### src/rtl/sipo_pkg.sv
`default_nettype none
// +--------------------------------------------------------------------+
// | Module   : sipo_pkg                                                |
// | Purpose  : Shared types and constants for the SIPO deserializer.   |
// |            sipo_state_t : receiver FSM states (IDLE, SHIFT)        |
// |            LSB_FIRST_C  : first serial bit lands in dout[0]        |
// |            MSB_FIRST_C  : first serial bit lands in dout[WIDTH-1]  |
// | Revision : 1.0 - initial release                                   |
// +--------------------------------------------------------------------+
package sipo_pkg;

  typedef enum logic {
    IDLE  = 1'b0,
    SHIFT = 1'b1
  } sipo_state_t;

  localparam bit LSB_FIRST_C = 1'b1;
  localparam bit MSB_FIRST_C = 1'b0;

endpackage : sipo_pkg
`default_nettype wire

### src/rtl/sipo_shreg.sv
`default_nettype none
// +--------------------------------------------------------------------+
// | Module   : sipo_shreg                                              |
// | Purpose  : WIDTH-bit capture register for the SIPO receiver.       |
// |            Synchronous clear, load-first-bit and shift-enable.     |
// | Ports    : clk    - system clock                                   |
// |            clr    - synchronous clear (highest priority)           |
// |            load   - start a new frame with sin as its first bit    |
// |            shift  - append sin to the frame in progress            |
// |            sin    - serial data bit                                |
// |            q_nxt  - register contents after this clock edge        |
// | Revision : 1.0 - initial release                                   |
// +--------------------------------------------------------------------+
module sipo_shreg
  import sipo_pkg::*;
#(
  parameter int unsigned WIDTH     = 4,
  parameter bit          LSB_FIRST = LSB_FIRST_C
) (
  input  logic             clk,
  input  logic             clr,
  input  logic             load,
  input  logic             shift,
  input  logic             sin,
  output logic [WIDTH-1:0] q_nxt
);

  logic [WIDTH-1:0] r_q;
  logic [WIDTH-1:0] w_shifted;
  logic [WIDTH-1:0] w_loaded;

  // New bits always enter at the far end so that, after WIDTH bits, the
  // first bit of the frame has travelled to the end chosen by direction.
  // A load clears the stale partial word left behind by a restart.
  if (LSB_FIRST == LSB_FIRST_C) begin : g_lsb_first
    assign w_shifted = {sin, r_q[WIDTH-1:1]};
    assign w_loaded  = {sin, {(WIDTH-1){1'b0}}};
  end else begin : g_msb_first
    assign w_shifted = {r_q[WIDTH-2:0], sin};
    assign w_loaded  = {{(WIDTH-1){1'b0}}, sin};
  end

  always_comb begin
    q_nxt = r_q;
    if (clr) begin
      q_nxt = '0;
    end else if (load) begin
      q_nxt = w_loaded;
    end else if (shift) begin
      q_nxt = w_shifted;
    end
  end

  always_ff @(posedge clk) begin
    r_q <= q_nxt;
  end

endmodule : sipo_shreg
`default_nettype wire

### src/rtl/sipo_deserializer.sv
`default_nettype none
// +--------------------------------------------------------------------+
// | Module   : sipo_deserializer                                       |
// | Purpose  : Serial-in/parallel-out receiver with sof framing and a  |
// |            valid/ready output register.                            |
// | Ports    : clk, nrst        - clock, sync active-low reset         |
// |            sin, sin_valid   - serial bit and its strobe            |
// |            sof              - marks the current bit as bit 0       |
// |            dout, dout_valid - assembled word / word available      |
// |            dout_ready       - consumer accepts the word            |
// |            busy             - frame in progress                    |
// |            overrun          - pulse: completed word dropped        |
// |            frame_err        - pulse: partial word discarded by sof |
// | Revision : 1.0 - initial release                                   |
// +--------------------------------------------------------------------+
module sipo_deserializer
  import sipo_pkg::*;
#(
  parameter int unsigned WIDTH     = 4,
  parameter bit          LSB_FIRST = LSB_FIRST_C
) (
  input  logic             clk,
  input  logic             nrst,
  input  logic             sin,
  input  logic             sin_valid,
  input  logic             sof,
  output logic [WIDTH-1:0] dout,
  output logic             dout_valid,
  input  logic             dout_ready,
  output logic             busy,
  output logic             overrun,
  output logic             frame_err
);

  localparam int unsigned CW = $clog2(WIDTH + 1);

  sipo_state_t      r_state;
  sipo_state_t      w_state_nxt;
  logic [CW-1:0]    r_cnt;
  logic [WIDTH-1:0] r_dout;
  logic             r_dout_valid;
  logic             r_overrun;
  logic             r_frame_err;

  logic             w_load;
  logic             w_shift;
  logic             w_complete;
  logic             w_restart;
  logic             w_out_load;
  logic [WIDTH-1:0] w_word;

  sipo_shreg #(
    .WIDTH     (WIDTH),
    .LSB_FIRST (LSB_FIRST)
  ) u_shreg (
    .clk   (clk),
    .clr   (~nrst),
    .load  (w_load),
    .shift (w_shift),
    .sin   (sin),
    .q_nxt (w_word)
  );

  // ---------------- FSM: state register ----------------
  always_ff @(posedge clk) begin
    if (!nrst) begin
      r_state <= IDLE;
    end else begin
      r_state <= w_state_nxt;
    end
  end

  // ---------------- FSM: next state and decode ----------------
  always_comb begin
    w_state_nxt = r_state;
    w_load      = 1'b0;
    w_shift     = 1'b0;
    w_complete  = 1'b0;
    w_restart   = 1'b0;
    case (r_state)
      IDLE: begin
        if (sin_valid && sof) begin
          w_load      = 1'b1;
          w_state_nxt = SHIFT;
        end
      end
      SHIFT: begin
        if (sin_valid && sof) begin
          w_load    = 1'b1;
          w_restart = 1'b1;
        end else if (sin_valid) begin
          w_shift = 1'b1;
          // r_cnt counts bits already held, so WIDTH-1 means this is the last.
          if (r_cnt == CW'(WIDTH - 1)) begin
            w_complete  = 1'b1;
            w_state_nxt = IDLE;
          end
        end
      end
      default: begin
        w_state_nxt = IDLE;
      end
    endcase
  end

  // A finished word may enter the output register when it is empty or
  // is being drained in this very cycle (back-to-back transfer).
  assign w_out_load = w_complete && (!r_dout_valid || dout_ready);

  // ---------------- Bit counter ----------------
  always_ff @(posedge clk) begin
    if (!nrst) begin
      r_cnt <= '0;
    end else if (w_load) begin
      r_cnt <= CW'(1);
    end else if (w_complete) begin
      r_cnt <= '0;
    end else if (w_shift) begin
      r_cnt <= r_cnt + CW'(1);
    end
  end

  // ---------------- Output register and flags ----------------
  always_ff @(posedge clk) begin
    if (!nrst) begin
      r_dout       <= '0;
      r_dout_valid <= 1'b0;
      r_overrun    <= 1'b0;
      r_frame_err  <= 1'b0;
    end else begin
      r_overrun   <= w_complete && r_dout_valid && !dout_ready;
      r_frame_err <= w_restart;
      if (w_out_load) begin
        r_dout       <= w_word;
        r_dout_valid <= 1'b1;
      end else if (dout_ready) begin
        r_dout_valid <= 1'b0;
      end
    end
  end

  assign dout       = r_dout;
  assign dout_valid = r_dout_valid;
  assign busy       = (r_state == SHIFT);
  assign overrun    = r_overrun;
  assign frame_err  = r_frame_err;

endmodule : sipo_deserializer
`default_nettype wire

### config.mk
export PLATFORM = sky130hd
export DESIGN_NAME = sipo_deserializer
export DESIGN_NICKNAME = d
export VERILOG_FILES = /design/src/rtl/sipo_pkg.sv /design/src/rtl/sipo_shreg.sv /design/src/rtl/sipo_deserializer.sv
export SDC_FILE = /design/constraint.sdc
export NUM_CORES = 1
export LEC_CHECK = 0
export BUFFER_PORTS_ARGS = -buffer_cell sky130_fd_sc_hd__buf_4
export CAP_MARGIN = 40
export CORE_ASPECT_RATIO = 1.5
export CORE_MARGIN = 8
export CORE_UTILIZATION = 30
export DETAILED_ROUTE_END_ITERATION = 12
export PLACE_DENSITY = 0.52
export RECOVER_POWER = 25
export SYNTH_ARGS = -nofsm -noshare
export SYNTH_HDL_FRONTEND = slang
export SYNTH_SLANG_ARGS = --single-unit
### constraint.sdc
create_clock -name clk -period 3.2 [get_ports clk]
set_input_delay 0.64 -clock clk [delete_from_list [all_inputs] [get_ports clk]]
set_output_delay 0.64 -clock clk [all_outputs]
set_load 0.01 [all_outputs]
==> flow_summary.toml <==
[finish]
final_area_um2 = 718
fillCellCount = 232
finalNetCount = 88
multi_input_area_um2 = 283
num_antenna_cells = 0
final_layout_size_suffix_gt1_share_pct = 20.5
seq_area_um2 = 280
fin_util_pct = 35.9
areaGrowthSynthToFinish_pct = 15.7

[job]
drv_cap = 0

[route]
final_antenna_net_count = 0
wl_met2_um = 606
vias_per_cell = 4.81
drcViolationCount = 0
drtIter0Drc = 8
drt-total-wl_um = 1260
drt-met1-wl_um = 528
wl_per_cell_um = 12.6
dr.max_layer_used = "met4"
vias = 481
drt-pass1-iter-count = 2
met3WireLength_um = 105

[pwr]
power_density_mw_per_mm2 = 419
pwr-share-comb_pct = 7.8
p_switching_uw = 69.0
irDropWorstVdd_v = 0.000219
switching_share_pct = 22.9
p_int_uw = 232
clkPwrFrac_pct = 31.8
seqPwrFrac_pct = 60.4
power_leakage_nw = 0.295

[clock_tree]
cts_buffers = 3
clk-insertion-delay-late_ns = 0.27
cts_max_level = 1
cts_resized = 0
cts_tree = "yes"
cts.clk_slew.worst_paths_ns = 0.08
cts.sinks = 14
cts_buffer_depth = 2
post_cts_buffers = 0
cts.root.buffer_cell = "clkbuf_4"
ctsHoldBuffers = 0

[outcome]
status = "finished, final reports clean"

[timing]
setup_viol = 0
fin_crit_sh_pct = 49.6
finClkSkew_ns = 0.00584
clock.fmax_mhz = 629
slew_headroom_pct = 79.9
fin_tns_setup_ns = 0
finalHoldViolCount = 0
slew_violations = 0
min_period_ns = 1.59
worst_pin_slew_ns = 0.301
rsz0062_at_grt = "no"

[yosys]
synth_area_leaders = "dfxtp_1 (45%), mux2i_1 (9.7%), nand2_1 (5.4%), a21oi_1 (4.0%), ha_1 (4.0%)"
yosysUniqueCellTypes = 24
syn_avg_cell_area_um2 = 9.40
yosysTopAreaCellShare_pct = 45.2
ys_seq_area_share_pct = 45.2
syn_nets = 74
synth_cells = 66
synth-seq-cells = 14
ys_warn_count = 0
synth_top_cell_by_area = "dfxtp_1"
syn_area_um2 = 621

[die]
coreArea_mm2 = 0.00200
rows = 20
die_x_um = 53.1
start_util_pct = 31.0
io-pin-count = 14
dieArea_mm2 = 0.00381
die_y_um = 71.7

[setup_path]
worstSetupPathType = "reg -> out"
cp.required_ns = 2.56
crit_fanout = 10
crit_arrival_ns = 0.95
critPathSlowestCell = "dfxtp_1"
critPathTopFamily = "flip-flops"
path_cells = "buf_4"
critPathMaxStageDelay_ns = 0.50
crit_path_end_kind = "output port"
worst-path-buf-inv = 1
startpoint_type = "flop"

[place]
numPortBuffers = 13
gp_congestion = 0.740
hpwl_um = 971
placed_area_um2 = 714

[global_route]
grt_pass1_wl_um = 2170
antenna_found_initial = 0
track_usage_pct = 7.49
grt_pass1_vias = 500
grt_max_degree = 14
grt_remaining_overflow = 0

[worst_hold_path]
min_path_type = "reg -> reg"
-- layout by cell type (no fill, tap or decap), types with 2 or more instances in the layout --
master | netlist | layout
clkbuf_4 | 0 | 3
inv_1 | 3 | 3
a21oi_1 | 5 | 5
buf_4 | 2 | 12
mux2i_1 | 6 | 6
ha_1 | 2 | 2
nand2_1 | 9 | 9
o21ai_0 | 2 | 2
nor2_1 | 5 | 5
o22ai_1 | 2 | 2
nand2b_1 | 2 | 2
nor2b_1 | 2 | 2
dfxtp_1 | 14 | 14
-- per-stage QoR --
step | total power, mW | setup slack [ns] | std cells | hold slack, ns
detailed placement | 0.211 | 1.66 | 97 | 0.451
CTS | 0.310 | 1.55 | 100 | 0.466
floorplan | 0.202 | 1.86 | 66 | 0.464
finish | 0.301 | 1.61 | 100 | 0.463
global placement | 0.211 | 1.69 | 97 | 0.447
global route | 0.317 | 1.53 | 100 | 0.487
-- registers in the layout, indices dropped and copies added (netlist names) --
register and count:
busy 1, overrun 1, u_shreg.r_q 3, frame_err 1
dout_valid 1, r_cnt 3, dout 4
-- final cells by class --
class,count,share of cell area (%)
multi-input cells,45,39.4
clock buffers,3,3.14
well taps,22,3.83
flip-flops and latches,14,39.0
repair buffers,13,13.1
inverters,3,1.57
-- Yosys cell counts, drive strengths merged --
master   n
a211oi   1
a21oi    5
a22oi    1
and2     1
and3     1
and3b    1
buf      4
dfxtp   14
ha       2
inv      3
mux2i    6
nand2    9
nand2b   2
nand3    1
nand4b   1
nor2     5
nor2b    3
nor3     1
o21ai    2
o22ai    2
o32ai    1
-- final timing paths --
| path | from | to | slack [ns] | cells after the start |
|---|---|---|---|---|
| min | dout[1] | dout[1] | 0.46 | 2 |
| max | busy | busy | 1.61 | 1 |
| min reg2reg | dout[1] | dout[1] | 0.46 | 2 |
| max reg2reg | r_cnt[0] | dout[3] | 1.67 | 5 |
-- layer usage --
layer / vias up / GRT usage, %
met5: - / 0
met4: 0 / 5.07
met3: 2 / 3.11
met2: 10 / 11.5
met1: 220 / 7.90
li1: 249 / -
-- cell families after synthesis --
kind of cell | Yosys count | share of synthesized area, %
adder cells (fa/ha/maj) | 2 | 4.03
flip-flops | 14 | 45.2
AND/OR/NAND/NOR | 25 | 22.8
buffers and inverters | 7 | 6.85
multiplexers | 6 | 9.68
AO/OA/AOI/OAI | 12 | 11.5
-- power groups by stage --
stage / clock network (mW) / registers (mW) / logic [mW]
after floorplan: 0 / 0.184 / 0.0178
after global placement: 0 / 0.186 / 0.0251
after detailed placement: 0 / 0.186 / 0.0253
after CTS: 0.103 / 0.182 / 0.0255
after global routing: 0.108 / 0.182 / 0.0270
final: 0.0958 / 0.182 / 0.0235
Power figures use the tool's default switching activity.
